[src/rtl/imm_gen_pipe.sv]
// imm_gen_pipe: registered RV32I/RV64I immediate decoder behind a valid/ready stage with a 1-entry skid buffer
// Ports: clk_i/rst_i (async, active-low) clock and reset; flush_i squashes every held entry;
//        in_valid_i/in_ready_o/inst_i/pc_i form the input beat; out_valid_o/out_ready_i handshake
//        the result imm_o/fmt_o/illegal_o/pc_o.
module imm_gen_pipe #(
  parameter int XLEN    = 32,
  parameter bit SKID_EN = 1
) (
  input  logic            clk_i,
  input  logic            rst_i,
  input  logic            flush_i,
  input  logic            in_valid_i,
  output logic            in_ready_o,
  input  logic [31:0]     inst_i,
  input  logic [XLEN-1:0] pc_i,
  output logic            out_valid_o,
  input  logic            out_ready_i,
  output logic [XLEN-1:0] imm_o,
  output logic [2:0]      fmt_o,
  output logic            illegal_o,
  output logic [XLEN-1:0] pc_o
);
  typedef enum logic [1:0] {EMPTY, ONE, FULL} state_t;
  state_t state, state_nxt;
  logic in_xfer, drain, load_in, load_from_skid, load_skid;
  logic [XLEN-1:0] imm_i, imm_s, imm_b, imm_u, imm_j, imm_sh, dec_imm, skid_imm, skid_pc;
  logic [2:0] dec_fmt, skid_fmt;
  logic skid_ill;
  assign imm_i  = XLEN'($signed(inst_i[31:20]));
  assign imm_s  = XLEN'($signed({inst_i[31:25], inst_i[11:7]}));
  assign imm_b  = XLEN'($signed({inst_i[31], inst_i[7], inst_i[30:25], inst_i[11:8], 1'b0}));
  assign imm_u  = XLEN'($signed({inst_i[31:12], 12'b0}));
  assign imm_j  = XLEN'($signed({inst_i[31], inst_i[19:12], inst_i[20], inst_i[30:21], 1'b0}));
  // funct7 sits above the shift amount and must never leak into it
  assign imm_sh = (XLEN == 64) ? XLEN'(inst_i[25:20]) : XLEN'(inst_i[24:20]);
  always_comb begin
    dec_imm = '0;
    dec_fmt = 3'd7;
    case (inst_i[6:0])
      7'b0000011, 7'b1100111, 7'b1110011: begin dec_fmt = 3'd1; dec_imm = imm_i; end
      // funct3 001/101 (slli/srli/srai) share low bits 01
      7'b0010011: begin
        dec_fmt = (inst_i[13:12] == 2'b01) ? 3'd6 : 3'd1;
        dec_imm = (inst_i[13:12] == 2'b01) ? imm_sh : imm_i;
      end
      7'b0100011: begin dec_fmt = 3'd2; dec_imm = imm_s; end
      7'b1100011: begin dec_fmt = 3'd3; dec_imm = imm_b; end
      7'b0110111, 7'b0010111: begin dec_fmt = 3'd4; dec_imm = imm_u; end
      7'b1101111: begin dec_fmt = 3'd5; dec_imm = imm_j; end
      7'b0110011: dec_fmt = 3'd0;
      default: ;
    endcase
  end
  assign out_valid_o = state != EMPTY;
  // without the skid the ready path is combinational and FULL is never reached
  assign in_ready_o  = SKID_EN ? state != FULL : (state == EMPTY || out_ready_i);
  assign in_xfer     = in_valid_i && in_ready_o;
  assign drain       = out_valid_o && out_ready_i;
  assign load_in        = !flush_i && in_xfer && (state == EMPTY || drain);
  assign load_from_skid = !flush_i && state == FULL && drain;
  assign load_skid      = !flush_i && in_xfer && state == ONE && !drain;
  always_comb begin
    state_nxt = flush_i ? EMPTY :
                state == EMPTY ? (in_xfer ? ONE : EMPTY) :
                state == ONE   ? ((drain && !in_xfer) ? EMPTY : (!drain && in_xfer) ? FULL : ONE) :
                (drain ? ONE : FULL);
  end
  always_ff @(posedge clk_i or negedge rst_i)
    if (!rst_i) state <= EMPTY;
    else state <= state_nxt;
  always_ff @(posedge clk_i or negedge rst_i) begin
    if (!rst_i) begin
      imm_o     <= '0;
      fmt_o     <= '0;
      illegal_o <= 1'b0;
      pc_o      <= '0;
      skid_imm  <= '0;
      skid_fmt  <= '0;
      skid_ill  <= 1'b0;
      skid_pc   <= '0;
    end else begin
      if (load_in) begin
        imm_o     <= dec_imm;
        fmt_o     <= dec_fmt;
        illegal_o <= dec_fmt == 3'd7;
        pc_o      <= pc_i;
      end else if (load_from_skid) begin
        imm_o     <= skid_imm;
        fmt_o     <= skid_fmt;
        illegal_o <= skid_ill;
        pc_o      <= skid_pc;
      end
      if (load_skid) begin
        skid_imm <= dec_imm;
        skid_fmt <= dec_fmt;
        skid_ill <= dec_fmt == 3'd7;
        skid_pc  <= pc_i;
      end
    end
  end
endmodule

[config.mk]
export PLATFORM = sky130hd
export DESIGN_NAME = imm_gen_pipe
export DESIGN_NICKNAME = d
export VERILOG_FILES = /design/src/rtl/imm_gen_pipe.sv
export SDC_FILE = /design/constraint.sdc
export NUM_CORES = 1
export LEC_CHECK = 0
export CAP_MARGIN = 20
export CORE_UTILIZATION = 50
export DETAILED_ROUTE_END_ITERATION = 6
export PLACE_DENSITY_LB_ADDON = 0.15
export SETUP_SLACK_MARGIN = 0.02
export SLEW_MARGIN = 20
export SYNTH_ARGS = -nofsm -noshare
export SYNTH_HDL_FRONTEND = slang
export SYNTH_SLANG_ARGS = --single-unit
[constraint.sdc]
create_clock -name clk_i -period 2.8 [get_ports clk_i]
set_input_delay 0.42 -clock clk_i [delete_from_list [all_inputs] [get_ports clk_i]]
set_output_delay 0.42 -clock clk_i [all_outputs]
set_load 0.01 [all_outputs]
# Word level (Yosys, flattened, before mapping)
# Cells that the tools add are included.
# W data, S select, Z words.
# word_totals
regBits,138
input_bits,69
output_inout_bits,70
elab_cells,62
# classes
eq_ne,15
mux,19
n_reduce_logical,19
# op_table
cell,n
$pmux W32 S6,1
$mux W32,5
$eq A7 B7 Y1 const B,4
$eq A7 B6 Y1 const B,3
$pmux W3 S7,1
$eq A7 B5 Y1 const B,2
$mux W2,6
$logic_and A1 B1 Y1,10
$mux W3,3
$eq A7 B2 Y1 const B,1
$eq A2 B1 Y1 const B,2
$reduce_bool A2 Y1,2
$eq A3 B3 Y1 const B,1
$logic_not A1 Y1,3
$mux W1,3
$reduce_or A3 Y1,1
$eq A2 B2 Y1 const B,1
$logic_not A2 Y1,1
$ne A2 B2 Y1 const B,1
$reduce_or A2 Y1,1
$logic_or A1 B1 Y1,1

# Depth between registers and ports, before layout
# depth
depth_word,9
ltp_mapped,8
ltp_nobuf,5

# Worst setup path before layout
# No wires, ideal clock.
# synth_path
path_kind,input to register
from,in inst_i[6]
to,reg imm_o[12]
setup_ps,124
t_arrival_ps,1541
path_slack_ps,1135
stages,7
path_buffers,2
path_cell_list,buf_2 nand4b_1 o31a_1 o21ai_2 and4_4 buf_6 a211o_1
# synth_via
elab_chain_cells,4
# synth_rtl
element,line,source
"start, declared",14,"input logic [31:0] inst_i,"
$eq A7 B2 Y1 (tied with other cells),39,case (inst_i[6:0])
$reduce_or A3 Y1 or $reduce_or A2 Y1 (tied branches),39,
$pmux W32 S6 (*),39,
$mux W32 (*),82,if (load_in) begin
"end signal, assigned",83,imm_o <= dec_imm;
"end signal, assigned",88,imm_o <= skid_imm;
"end, declared",18,"output logic [XLEN-1:0] imm_o,"
# Mark *: on every way between the ends. The rest lies on a longest branch, timed or not.
# A chain may end at the register's enable or synchronous reset.

# Worst setup path after layout
# layout_path
from,in flush_i
to,reg imm_o[9]
# layout_via
elab_chain_cells,4
# layout_rtl
element,line,source
"start, declared",11,"input logic flush_i,"
$logic_not A1 Y1 (*),"59, 60",
$logic_and A1 B1 Y1 (on tied branches) (2 in a row),"59, 60",
$mux W32 or $reduce_bool A2 Y1 (tied branches),-,
# Marks and branches as above.

==> impl_metrics.tcl <==
set metrics [dict create \
    worst_setup_path_start_kind "input pin" \
    status "finished with violations" \
    synth_top_area_share_pct 55.0 \
    stdcell_count 982 \
    syn_nets 746 \
    worstPathArrival_ns 2.52 \
    cts_tree "yes" \
    layout.nets 871 \
    worst_ep_required_time_ns 3.13 \
    grt_setup_unrepaired "no" \
    clock_sink_count 138 \
    overflow 0 \
    regArea_um2 3450 \
    n_fill_cell 986 \
    die_w_um 114 \
    avgSynthCellArea_um2 9.29 \
    ys.flop_type "dfrtp_1" \
    synth_top_area_cell "dfrtp_1" \
    synth-seq-cells 138 \
    start_util_pct 51.9 \
    fin_area_um2 8450 \
    grt_max_degree 72 \
    cp_slowest_stage_delay_ns 0.80 \
    htree_levels 4 \
    vias_per_cell 5.58 \
    fin_worst_skew_ns 0.0119 \
    port_buffers 138 \
    dpl_cell_area_um2 7780 \
    hold_path.class "input pin to async pin" \
    firstDrtPassIters 5 \
    gp_congestion 0.849 \
    post-route-period-util_pct 78.1 \
    clkTransAtPathRegs_ns 0.06 \
    slowest_stage "nor2_4" \
    cts_made_buffers 17 \
    timing.final.hold_violations 15 \
    clockBufferDepth 2 \
    drt-initial-drc-count 351 \
    clock.fmax_ghz 0.457 \
    post_cts_buffers 0 \
    muxShareOfSynthArea_pct 0.478 \
    final_max_slew_viol_count 0 \
    synth_top_family_by_area "simple AND/OR/NAND/NOR gates" \
    multiInputGateArea_um2 2590 \
    power.leakage_nw 3.77 \
    ant_nets 0 \
    tightest_slew_ns 1.01 \
    crit_path_end_kind "flip-flop" \
    synth-xor-area-share_pct 0 \
    wirelength_um 16200 \
    max_cap_viol_count 0 \
    cp_top_family "simple AND/OR/NAND/NOR gates" \
    io_pins 139 \
    tns_ns 0 \
    synth-simple-area-share_pct 21.4 \
    track_usage_pct 26.2 \
    violations "negative hold slack" \
    worstSetupPathType "input pin to flip-flop" \
    async_flop_share_pct 100 \
    syn_area_um2 6280 \
    synthTopCellsByArea "dfrtp_1 55%, nand2_1 14%, a22oi_1 5.6%" \
    drive_above_1_share_pct 7.99 \
    cp_cell_sequence "clkdlybuf4s50_1 > nand2b_1 > a21oi_4 > nor2_4 > a22oi_1 > o21ai_1" \
    synth_fa_ha_area_share_pct 0.199 \
    setup_viol 0 \
    yosys_warnings 0 \
    drc_errors 0 \
    synth_compound_area_share_pct 18.6 \
    path_buf_inv 1 \
    dieArea_um2 13000 \
    num_rows 40 \
    relSlewSlack_pct 32.3 \
    diodes 0 \
    critical_path_peak_fanout 42 \
    cts.repair.resized 0 \
    synthToLayoutAreaGrowth_pct 34.5 \
    post-route-util_pct 69.8 \
    yosys-top-cells-count "230 x nand2_1, 138 x dfrtp_1, 47 x a22oi_1" \
    synth-edff-count 0 \
    grt_pass1_wl_um 26600 \
    vdd_ir_drop_max_mv 0.491 \
    insertion_delay_ns 0.42 \
    syn_inst 676 \
    hold_ws_ns -0.0220 \
    grt_antenna_before_repair 0 \
    wl_per_cell_um 16.5 \
    yosysMostFrequentCell "nand2_1" \
    ys_seq_area_share_pct 55.0 \
    place_inst 950 \
    power.density_nw_per_um2 766 \
    cts_root_buf "clkbuf_16" \
    period_minus_slack_ns 2.19 \
    synth_cell_type_count 52 \
    coreArea_um2 12100 \
    cts_hold_buf 0 \
    first_global_vias 5391 \
    route.vias.total 5482 \
    die_h_um 114 \
    dp_hpwl_um 10500 \
]
[stage by stage]
step	total power, W	setup WS, ns
finish	0.00648	0.614
global route	0.00679	0.427
CTS	0.00652	0.616
detailed placement	0.00399	0.170
global placement	0.00393	0.275
floorplan	0.00328	1.13
[state kept, by name (all words and copies together), names as in the netlist]
name / flops
illegal_o: 1
fmt_o: 3
skid_pc: 32
skid_fmt: 3
imm_o: 32
skid_ill: 1
pc_o: 32
state: 2
skid_imm: 32
[power by group]
group | internal, W | switching [W] | total (W) | leakage, nW
combinational | 0.000675 | 0.000609 | 0.00128 | 1.70
sequential | 0.00243 | 0.000252 | 0.00268 | 1.74
clock | 0.00167 | 0.000836 | 0.00251 | 0.325
[per-layer routing]
layer  vias up  global-route usage [%]  wire length (µm)
met5         -                       0                 0
met3        22                    5.98               880
met2       184                    41.8              7860
met4         0                    8.05               221
li1       2574                       -                 -
met1      2702                    36.0              7260
[path summary, 6_finish.rpt]
check | startpoint | to | slack (ns) | cells after the start
max | flush_i | imm_o[9]$_DFFE_PN0P_ | 0.61 | 6
max reg2reg | state[0]$_DFF_PN0_ | imm_o[27]$_DFFE_PN0P_ | 0.70 | 6
min | rst_i | pc_o[25]$_DFFE_PN0P_ | -0.02 | 1
max in group asynchronous | rst_i | skid_imm[11]$_DFFE_PN0P_ | 2.09 | 2
min in group clk_i | pc_o[4]$_DFFE_PN0P_ | pc_o[4]$_DFFE_PN0P_ | 0.47 | 2
min reg2reg | pc_o[4]$_DFFE_PN0P_ | pc_o[4]$_DFFE_PN0P_ | 0.47 | 2
[layout make-up]
| class | count | share of cell area, % |
|---|---|---|
| Clock buffer | 21 | 5.69 |
| Clock inverter | 11 | 2.24 |
| Inverter | 5 | 0.222 |
| Multi-Input combinational cell | 487 | 30.6 |
| Sequential cell | 138 | 40.9 |
| Tap cell | 168 | 2.49 |
| Timing Repair Buffer | 152 | 17.9 |
[placed cells by master, fill, tap and decap left out, types with 3 or more instances in the layout]
master,netlist,routed
mux2i_1,3,3
bufinv_16,0,5
clkinv_2,0,3
nand2_1,230,230
clkbuf_8,0,4
nand2b_1,6,6
dfrtp_1,138,138
clkdlybuf4s50_1,0,137
a21oi_1,20,19
a31oi_1,24,24
o21ai_1,25,25
nand3_1,7,7
nor3_1,3,3
o21ai_0,10,10
inv_1,4,4
a211oi_1,18,18
clkbuf_16,0,17
a22oi_1,47,47
buf_4,6,12
a211o_1,8,8
nor2b_1,17,17
nor2_1,30,30
[cell families (layout without fill, tap and decap cells)]
family | after synthesis | in the layout
adders and majority gates | 1 | 1
AOI/OAI and AO/OA | 171 | 171
muxes | 3 | 3
and+or+nand+nor | 312 | 312
buffers and inverters | 51 | 189
DFF | 138 | 138
Power figures use the tool's default switching activity.
